`src/rtl/ir_scan_ctrl_if.sv`:
```
// ir_scan_ctrl_if: control, A2D handshake and frame-result signals of the IR scan controller
interface ir_scan_ctrl_if #(
  parameter int NUM_CH = 8,
  parameter int RES_W  = 12
);
  localparam int CH_W = (NUM_CH > 2) ? $clog2(NUM_CH) : 1;
  logic                    en;
  logic                    one_shot;
  logic                    trig;
  logic [RES_W-1:0]        thres;
  logic                    cnv_cmplt;
  logic [RES_W-1:0]        res;
  logic                    strt_cnv;
  logic [CH_W-1:0]         chnnl;
  logic                    IR_en;
  logic [NUM_CH*RES_W-1:0] ir_data;
  logic                    IR_vld;
  logic                    line_present;
  logic [RES_W-1:0]        max_val;
  logic [CH_W-1:0]         max_idx;
  modport master (
    output en, one_shot, trig, thres, cnv_cmplt, res,
    input  strt_cnv, chnnl, IR_en, ir_data, IR_vld, line_present, max_val, max_idx
  );
  modport slave (
    input  en, one_shot, trig, thres, cnv_cmplt, res,
    output strt_cnv, chnnl, IR_en, ir_data, IR_vld, line_present, max_val, max_idx
  );
endinterface

```
`src/rtl/ir_scan_ctrl.sv`:
```
// ir_scan_ctrl: sequences IR emitters and A2D conversions over all channels, tracking the frame maximum
module ir_scan_ctrl #(
  parameter int NUM_CH     = 8,
  parameter int RES_W      = 12,
  parameter int PERIOD_CYC = 262144,
  parameter int SETTLE_CYC = 4096
) (
  input logic          clk,
  input logic          rst_n,
  ir_scan_ctrl_if.slave bus
);
  localparam int CH_W    = (NUM_CH > 2) ? $clog2(NUM_CH) : 1;
  localparam int TMR_MAX = (PERIOD_CYC > SETTLE_CYC) ? PERIOD_CYC : SETTLE_CYC;
  localparam int TMR_W   = $clog2(TMR_MAX);
  typedef enum logic [2:0] {IDLE, WAIT_TMR, SETTLE, START, WAIT_CNV} state_t;
  state_t                  r_state, w_nxt;
  logic [TMR_W-1:0]        r_tmr;
  logic [CH_W-1:0]         r_chnnl, r_run_idx, r_max_idx, w_idx;
  logic [RES_W-1:0]        r_run_max, r_max_val, w_max;
  logic [NUM_CH*RES_W-1:0] r_data;
  logic                    r_vld, r_line;
  logic                    w_cmplt, w_last, w_tmr_end, w_gt;
  assign w_cmplt   = r_state == WAIT_CNV && bus.en && bus.cnv_cmplt;
  assign w_last    = r_chnnl == CH_W'(NUM_CH - 1);
  assign w_tmr_end = r_tmr == TMR_W'(((r_state == WAIT_TMR) ? PERIOD_CYC : SETTLE_CYC) - 1);
  assign w_gt      = bus.res > r_run_max;
  assign w_max     = w_gt ? bus.res : r_run_max;
  assign w_idx     = w_gt ? r_chnnl : r_run_idx;
  assign bus.chnnl        = r_chnnl;
  assign bus.ir_data      = r_data;
  assign bus.IR_vld       = r_vld;
  assign bus.line_present = r_line;
  assign bus.max_val      = r_max_val;
  assign bus.max_idx      = r_max_idx;
  // state register
  always_ff @(posedge clk or negedge rst_n)
    if (!rst_n) r_state <= IDLE;
    else        r_state <= w_nxt;
  // next state and emitter/convert strobes; en low aborts from any state
  always_comb begin
    w_nxt = r_state;
    case (r_state)
      IDLE:     w_nxt = !bus.one_shot ? WAIT_TMR : bus.trig ? SETTLE : IDLE;
      WAIT_TMR: w_nxt = w_tmr_end ? SETTLE : WAIT_TMR;
      SETTLE:   w_nxt = w_tmr_end ? START : SETTLE;
      START:    w_nxt = WAIT_CNV;
      WAIT_CNV: w_nxt = !bus.cnv_cmplt ? WAIT_CNV : w_last ? IDLE : START;
      default:  w_nxt = IDLE;
    endcase
    if (!bus.en) w_nxt = IDLE;
    bus.strt_cnv = r_state == START;
    bus.IR_en    = r_state == SETTLE || r_state == START || r_state == WAIT_CNV;
  end
  // shared timer for WAIT_TMR and SETTLE, cleared on every state change
  always_ff @(posedge clk or negedge rst_n)
    if (!rst_n) r_tmr <= '0;
    else        r_tmr <= (w_nxt == r_state && (r_state == WAIT_TMR || r_state == SETTLE)) ? r_tmr + 1'b1 : '0;
  // channel counter: restarts each frame, advances on each accepted conversion
  always_ff @(posedge clk or negedge rst_n)
    if (!rst_n)                                  r_chnnl <= '0;
    else if (r_state == IDLE || r_state == SETTLE) r_chnnl <= '0;
    else if (w_cmplt)                            r_chnnl <= w_last ? '0 : r_chnnl + 1'b1;
  // result slots: written as each conversion lands, kept across aborts
  always_ff @(posedge clk or negedge rst_n)
    if (!rst_n) r_data <= '0;
    else
      for (int k = 0; k < NUM_CH; k++)
        if (w_cmplt && r_chnnl == CH_W'(k)) r_data[k*RES_W +: RES_W] <= bus.res;
  // running maximum within the frame; strict compare keeps the lowest index on ties
  always_ff @(posedge clk or negedge rst_n)
    if (!rst_n) begin
      r_run_max <= '0;
      r_run_idx <= '0;
    end else if (r_state == SETTLE) begin
      r_run_max <= '0;
      r_run_idx <= '0;
    end else if (w_cmplt) begin
      r_run_max <= w_max;
      r_run_idx <= w_idx;
    end
  // frame-complete pulse and published results, only on a frame that finished
  always_ff @(posedge clk or negedge rst_n)
    if (!rst_n) begin
      r_vld     <= 1'b0;
      r_max_val <= '0;
      r_max_idx <= '0;
      r_line    <= 1'b0;
    end else begin
      r_vld <= w_cmplt && w_last;
      if (w_cmplt && w_last) begin
        r_max_val <= w_max;
        r_max_idx <= w_idx;
        r_line    <= w_max > bus.thres;
      end
    end
endmodule
```
`src/flat_wrapper.sv`:
```
// flat-port wrapper written by rule: the top's interface ports become plain ports
module ir_scan_ctrl_flat 
#(
  parameter int NUM_CH     = 8,
  parameter int RES_W      = 12,
  parameter int PERIOD_CYC = 262144,
  parameter int SETTLE_CYC = 4096
)
  (clk, rst_n, bus_en, bus_one_shot, bus_trig, bus_thres, bus_cnv_cmplt, bus_res, bus_strt_cnv, bus_chnnl, bus_IR_en, bus_ir_data, bus_IR_vld, bus_line_present, bus_max_val, bus_max_idx);
  ir_scan_ctrl_if #(.NUM_CH(NUM_CH), .RES_W(RES_W)) bus_i ();
  input logic clk;
  input logic rst_n;
  input wire logic [$bits(bus_i.en)-1:0] bus_en;
  input wire logic [$bits(bus_i.one_shot)-1:0] bus_one_shot;
  input wire logic [$bits(bus_i.trig)-1:0] bus_trig;
  input wire logic [$bits(bus_i.thres)-1:0] bus_thres;
  input wire logic [$bits(bus_i.cnv_cmplt)-1:0] bus_cnv_cmplt;
  input wire logic [$bits(bus_i.res)-1:0] bus_res;
  output wire logic [$bits(bus_i.strt_cnv)-1:0] bus_strt_cnv;
  output wire logic [$bits(bus_i.chnnl)-1:0] bus_chnnl;
  output wire logic [$bits(bus_i.IR_en)-1:0] bus_IR_en;
  output wire logic [$bits(bus_i.ir_data)-1:0] bus_ir_data;
  output wire logic [$bits(bus_i.IR_vld)-1:0] bus_IR_vld;
  output wire logic [$bits(bus_i.line_present)-1:0] bus_line_present;
  output wire logic [$bits(bus_i.max_val)-1:0] bus_max_val;
  output wire logic [$bits(bus_i.max_idx)-1:0] bus_max_idx;
  assign bus_i.en = bus_en;
  assign bus_i.one_shot = bus_one_shot;
  assign bus_i.trig = bus_trig;
  assign bus_i.thres = bus_thres;
  assign bus_i.cnv_cmplt = bus_cnv_cmplt;
  assign bus_i.res = bus_res;
  assign bus_strt_cnv = bus_i.strt_cnv;
  assign bus_chnnl = bus_i.chnnl;
  assign bus_IR_en = bus_i.IR_en;
  assign bus_ir_data = bus_i.ir_data;
  assign bus_IR_vld = bus_i.IR_vld;
  assign bus_line_present = bus_i.line_present;
  assign bus_max_val = bus_i.max_val;
  assign bus_max_idx = bus_i.max_idx;
  ir_scan_ctrl #(.NUM_CH(NUM_CH), .RES_W(RES_W), .PERIOD_CYC(PERIOD_CYC), .SETTLE_CYC(SETTLE_CYC)) u_core (.clk(clk), .rst_n(rst_n), .bus(bus_i));
endmodule
```
`config.mk`:
```
export PLATFORM = sky130hd
export DESIGN_NAME = ir_scan_ctrl_flat
export DESIGN_NICKNAME = d
export VERILOG_FILES = /design/src/rtl/ir_scan_ctrl_if.sv /design/src/rtl/ir_scan_ctrl.sv /design/src/flat_wrapper.sv
export SDC_FILE = /design/constraint.sdc
export NUM_CORES = 1
export LEC_CHECK = 0
export CORE_MARGIN = 4
export CORE_UTILIZATION = 30
export CTS_CLUSTER_DIAMETER = 30
export DETAILED_ROUTE_END_ITERATION = 10
export HOLD_SLACK_MARGIN = 0.08
export PLACE_DENSITY = 0.59
export SLEW_MARGIN = 10
export SYNTH_ARGS = -nofsm -noshare
export SYNTH_HDL_FRONTEND = slang
export SYNTH_SLANG_ARGS = --single-unit
```
`constraint.sdc`:
```
create_clock -name clk -period 7.8 [get_ports clk]
set_input_delay 0.78 -clock clk [delete_from_list [all_inputs] [get_ports clk]]
set_output_delay 0.78 -clock clk [all_outputs]
set_load 0.01 [all_outputs]
```
==> results.md <==
- Starting Density: 30.5%
- Post-synth cell types: 52
- Setup tns final: 0 ns
- Cell count after synthesis: 639
- CP peak stage delay: 0.82 ns
- Crit path DAT: 4.87 ns
- Via count: 5246
- Residual DRC: 0
- Via density per instance: 4.74
- Syn Nets: 700
- Area grow syn2layout: 30.8%
- Max FO, Critical Path: 32
- Final wirelength: 19400 µm
- Worst clock skew: 0.00835 ns
- Power per cell area: 187 mW/mm²
- Yosys reg bits: 152
- CTS Buffer Depth: 2
- Hold-fix buffers, CTS: 0
- Clock Latency Late Sink: 0.42 ns
- Initial DRC Count: 180
- Drt wl/cell: 17.6 µm
- Diode count: 0
- Max VDD drop: 0.115 mV
- First-pass DRT Iterations: 5
- Num CTS Buffers: 17
- Register area: 0.00380 mm²
- RSZ-0062 raised after global routing: false
- Max-cap violations: 0
- Most common cell after layout, fill and taps aside: dfrtp_1
- Final min period: 4.58 ns
- Period Utilization, post-route: 58.7%
- Layout cell share with drive strength beyond 1: 19.1%
- Crit-path cells: clkdlybuf4s50_1 -> ha_1 -> a211o_1 -> a21oi_4 -> o211ai_4 -> o21ai_2 -> mux2_2 -> ha_1 -> a21o_1 -> a21o_1 -> a2111oi_0 -> a21oi_1
- CP bufs+invs: 1
- Avg Cell Area, Syn: 11.6 µm²
- CTS tree: built
- First-pass GRT wire length: 30400 µm
- Highest clock rate: 219 MHz
- Fill cells: 2340
- Initial antenna violation count: 0
- # rows: 57
- Core area: 0.0242 mm²
- Final instance count without filler cells: 1106
- Crit path launch type: input pin
- CP Data Required Time: 8.10 ns
- Synth warn: 0
- Die area: 0.0272 mm²
- Slew margin rel.: 39.9%
- Seq/Total Area, Yosys: 51.5%
- Htree depth: 4
- Die Wd: 165 µm
- Most frequent cells in the layout: dfrtp_1, clkdlybuf4s50_1, mux2_2
- Gr usage total: 14.7%
- Largest net degree at the start of global routing: 96
- Worst path top cell family by delay: compound AO/OA/AOI/OAI gates
- Area of the multi-input gates: 0.00324 mm²
- I/O Buffers: 147
- Clock Sinks: 152
- Placed Cells: 1074
- P_leak: 4.44 nW
- Slowest CP cell: clkdlybuf4s50_1
- Final Max Tran Viols: 0
- Post-CTS setup buffer count: 0
- Root buffer cell: clkbuf_16
- Endpoints failing setup: 0
- Vias in the first global route: 5251
- Hold violation count in the final report: 0
- Post-route ant nets: 0
- Worst-path clk slew: 0.07 ns
- Total gr overflow: 0
- Least-Margin Pin Slew: 0.902 ns
- Outcome: finished clean
- Critical path class: in -> reg
- # IOs: 148
- Final HPWL DP: 13300 µm
- Nets: 830
- Chip height: 165 µm
- Synthesized area: 0.00739 mm²
- Type of element capturing the critical path: flop
- Resized Gates After CTS: 0
- Worst Hold Class: in -> async
- Finished Core Util: 39.9%
- RD Place Congestion: 0.793
-- area by class of cell --
| cell class | instances | share of cell area (%) |
|---|---|---|
| timing repair buffer | 155 | 15.9 |
| multi-input combinational | 413 | 33.5 |
| tap | 324 | 4.19 |
| sequential | 152 | 39.4 |
| clock buffer | 21 | 4.76 |
| inverter | 30 | 1.18 |
| clock inverter | 11 | 1.17 |
-- routing by layer --
| metal | GRT usage, % | vias up | wire length (µm) |
|---|---|---|---|
| met2 | 22.3 | 118 | 8850 |
| met5 | 0 | - | 0 |
| met1 | 20.2 | 2593 | 9200 |
| met4 | 4.08 | 0 | 207 |
| met3 | 4.82 | 16 | 1170 |
| li1 | - | 2519 | - |
-- where the power goes --
part           internal [W]  leakage, nW  switching [W]
Clock              0.000462        0.273       0.000351
Combinational     0.0000784         2.05      0.0000943
Sequential         0.000805         2.11      0.0000148
Total               0.00135         4.44       0.000461
-- registers in the layout, summed over array words and instances (netlist names) --
signal,cells
u_core.r_run_max,12
u_core.r_tmr,18
u_core.r_run_idx,3
u_core.r_state,3
u_core.bus.max_val,12
u_core.bus.line_present,1
u_core.bus.ir_data,96
u_core.bus.chnnl,3
u_core.bus.max_idx,3
u_core.bus.IR_vld,1
-- cells in the mapped netlist (all sizes together) --
| cell | number | area, µm² |
|---|---|---|
| a2111oi | 1 | 8.76 |
| a211o | 1 | 8.76 |
| a211oi | 2 | 15.0 |
| a21o | 3 | 22.5 |
| a21oi | 20 | 119 |
| a2bb2oi | 15 | 131 |
| and2 | 3 | 20.0 |
| and3 | 6 | 42.5 |
| and4 | 4 | 35.0 |
| buf | 25 | 164 |
| clkbuf | 19 | 71.3 |
| clkinv | 1 | 5.00 |
| dfrtp | 152 | 3800 |
| ha | 31 | 388 |
| inv | 29 | 109 |
| mux2 | 102 | 1150 |
| mux2i | 5 | 50.1 |
| nand2 | 71 | 269 |
| nand3 | 31 | 178 |
| nand4 | 8 | 56.3 |
| nor2 | 26 | 100 |
| nor2b | 4 | 25.0 |
| nor3 | 5 | 25.0 |
| nor3b | 3 | 27.5 |
| nor4b | 1 | 8.76 |
| o2111a | 1 | 11.3 |
| o2111ai | 14 | 123 |
| o211ai | 4 | 57.6 |
| o21a | 4 | 30.0 |
| o21ai | 12 | 63.8 |
| o31a | 1 | 8.76 |
| o31ai | 2 | 15.0 |
| or3 | 16 | 100 |
| or3b | 1 | 8.76 |
| xnor2 | 8 | 70.1 |
| xor2 | 8 | 70.1 |
-- logic make-up after synthesis --
family / after synthesis / synth area share, %
simple gates: 179 / 12.1
buf+inv: 74 / 4.72
xor+xnor: 16 / 1.90
mux: 107 / 16.2
compound gates: 80 / 8.31
flops: 152 / 51.5
fa+ha+maj: 31 / 5.25
-- worst paths after layout --
kind	from	endpoint	slack, ns	cells after the start
max	bus_res[9]	u_core.bus.line_present	3.22	12
min	rst_n	u_core.bus.ir_data[13]	0.40	1
max reg2reg	u_core.r_run_max[9]	u_core.bus.line_present	3.99	12
min reg2reg	u_core.bus.ir_data[89]	u_core.bus.ir_data[89]	0.47	2
max in group asynchronous	rst_n	u_core.bus.ir_data[68]	6.11	2
min in group clk	u_core.bus.ir_data[89]	u_core.bus.ir_data[89]	0.47	2
-- per-stage QoR --
stage / instance area [µm²] / worst slack [ns] / hold WS (ns) / total power [W]
detailed placement: 9090 / 2.75 / 0.464 / 0.00101
global route: 9670 / 2.98 / 0.478 / 0.00188
floorplan: 7390 / 4.25 / 0.445 / 0.000925
CTS: 9670 / 3.21 / 0.467 / 0.00183
finish: 9670 / 3.22 / 0.400 / 0.00181
global placement: 9090 / 2.81 / 0.462 / 0.00101
No activity file was read; power rests on OpenSTA's default activity.
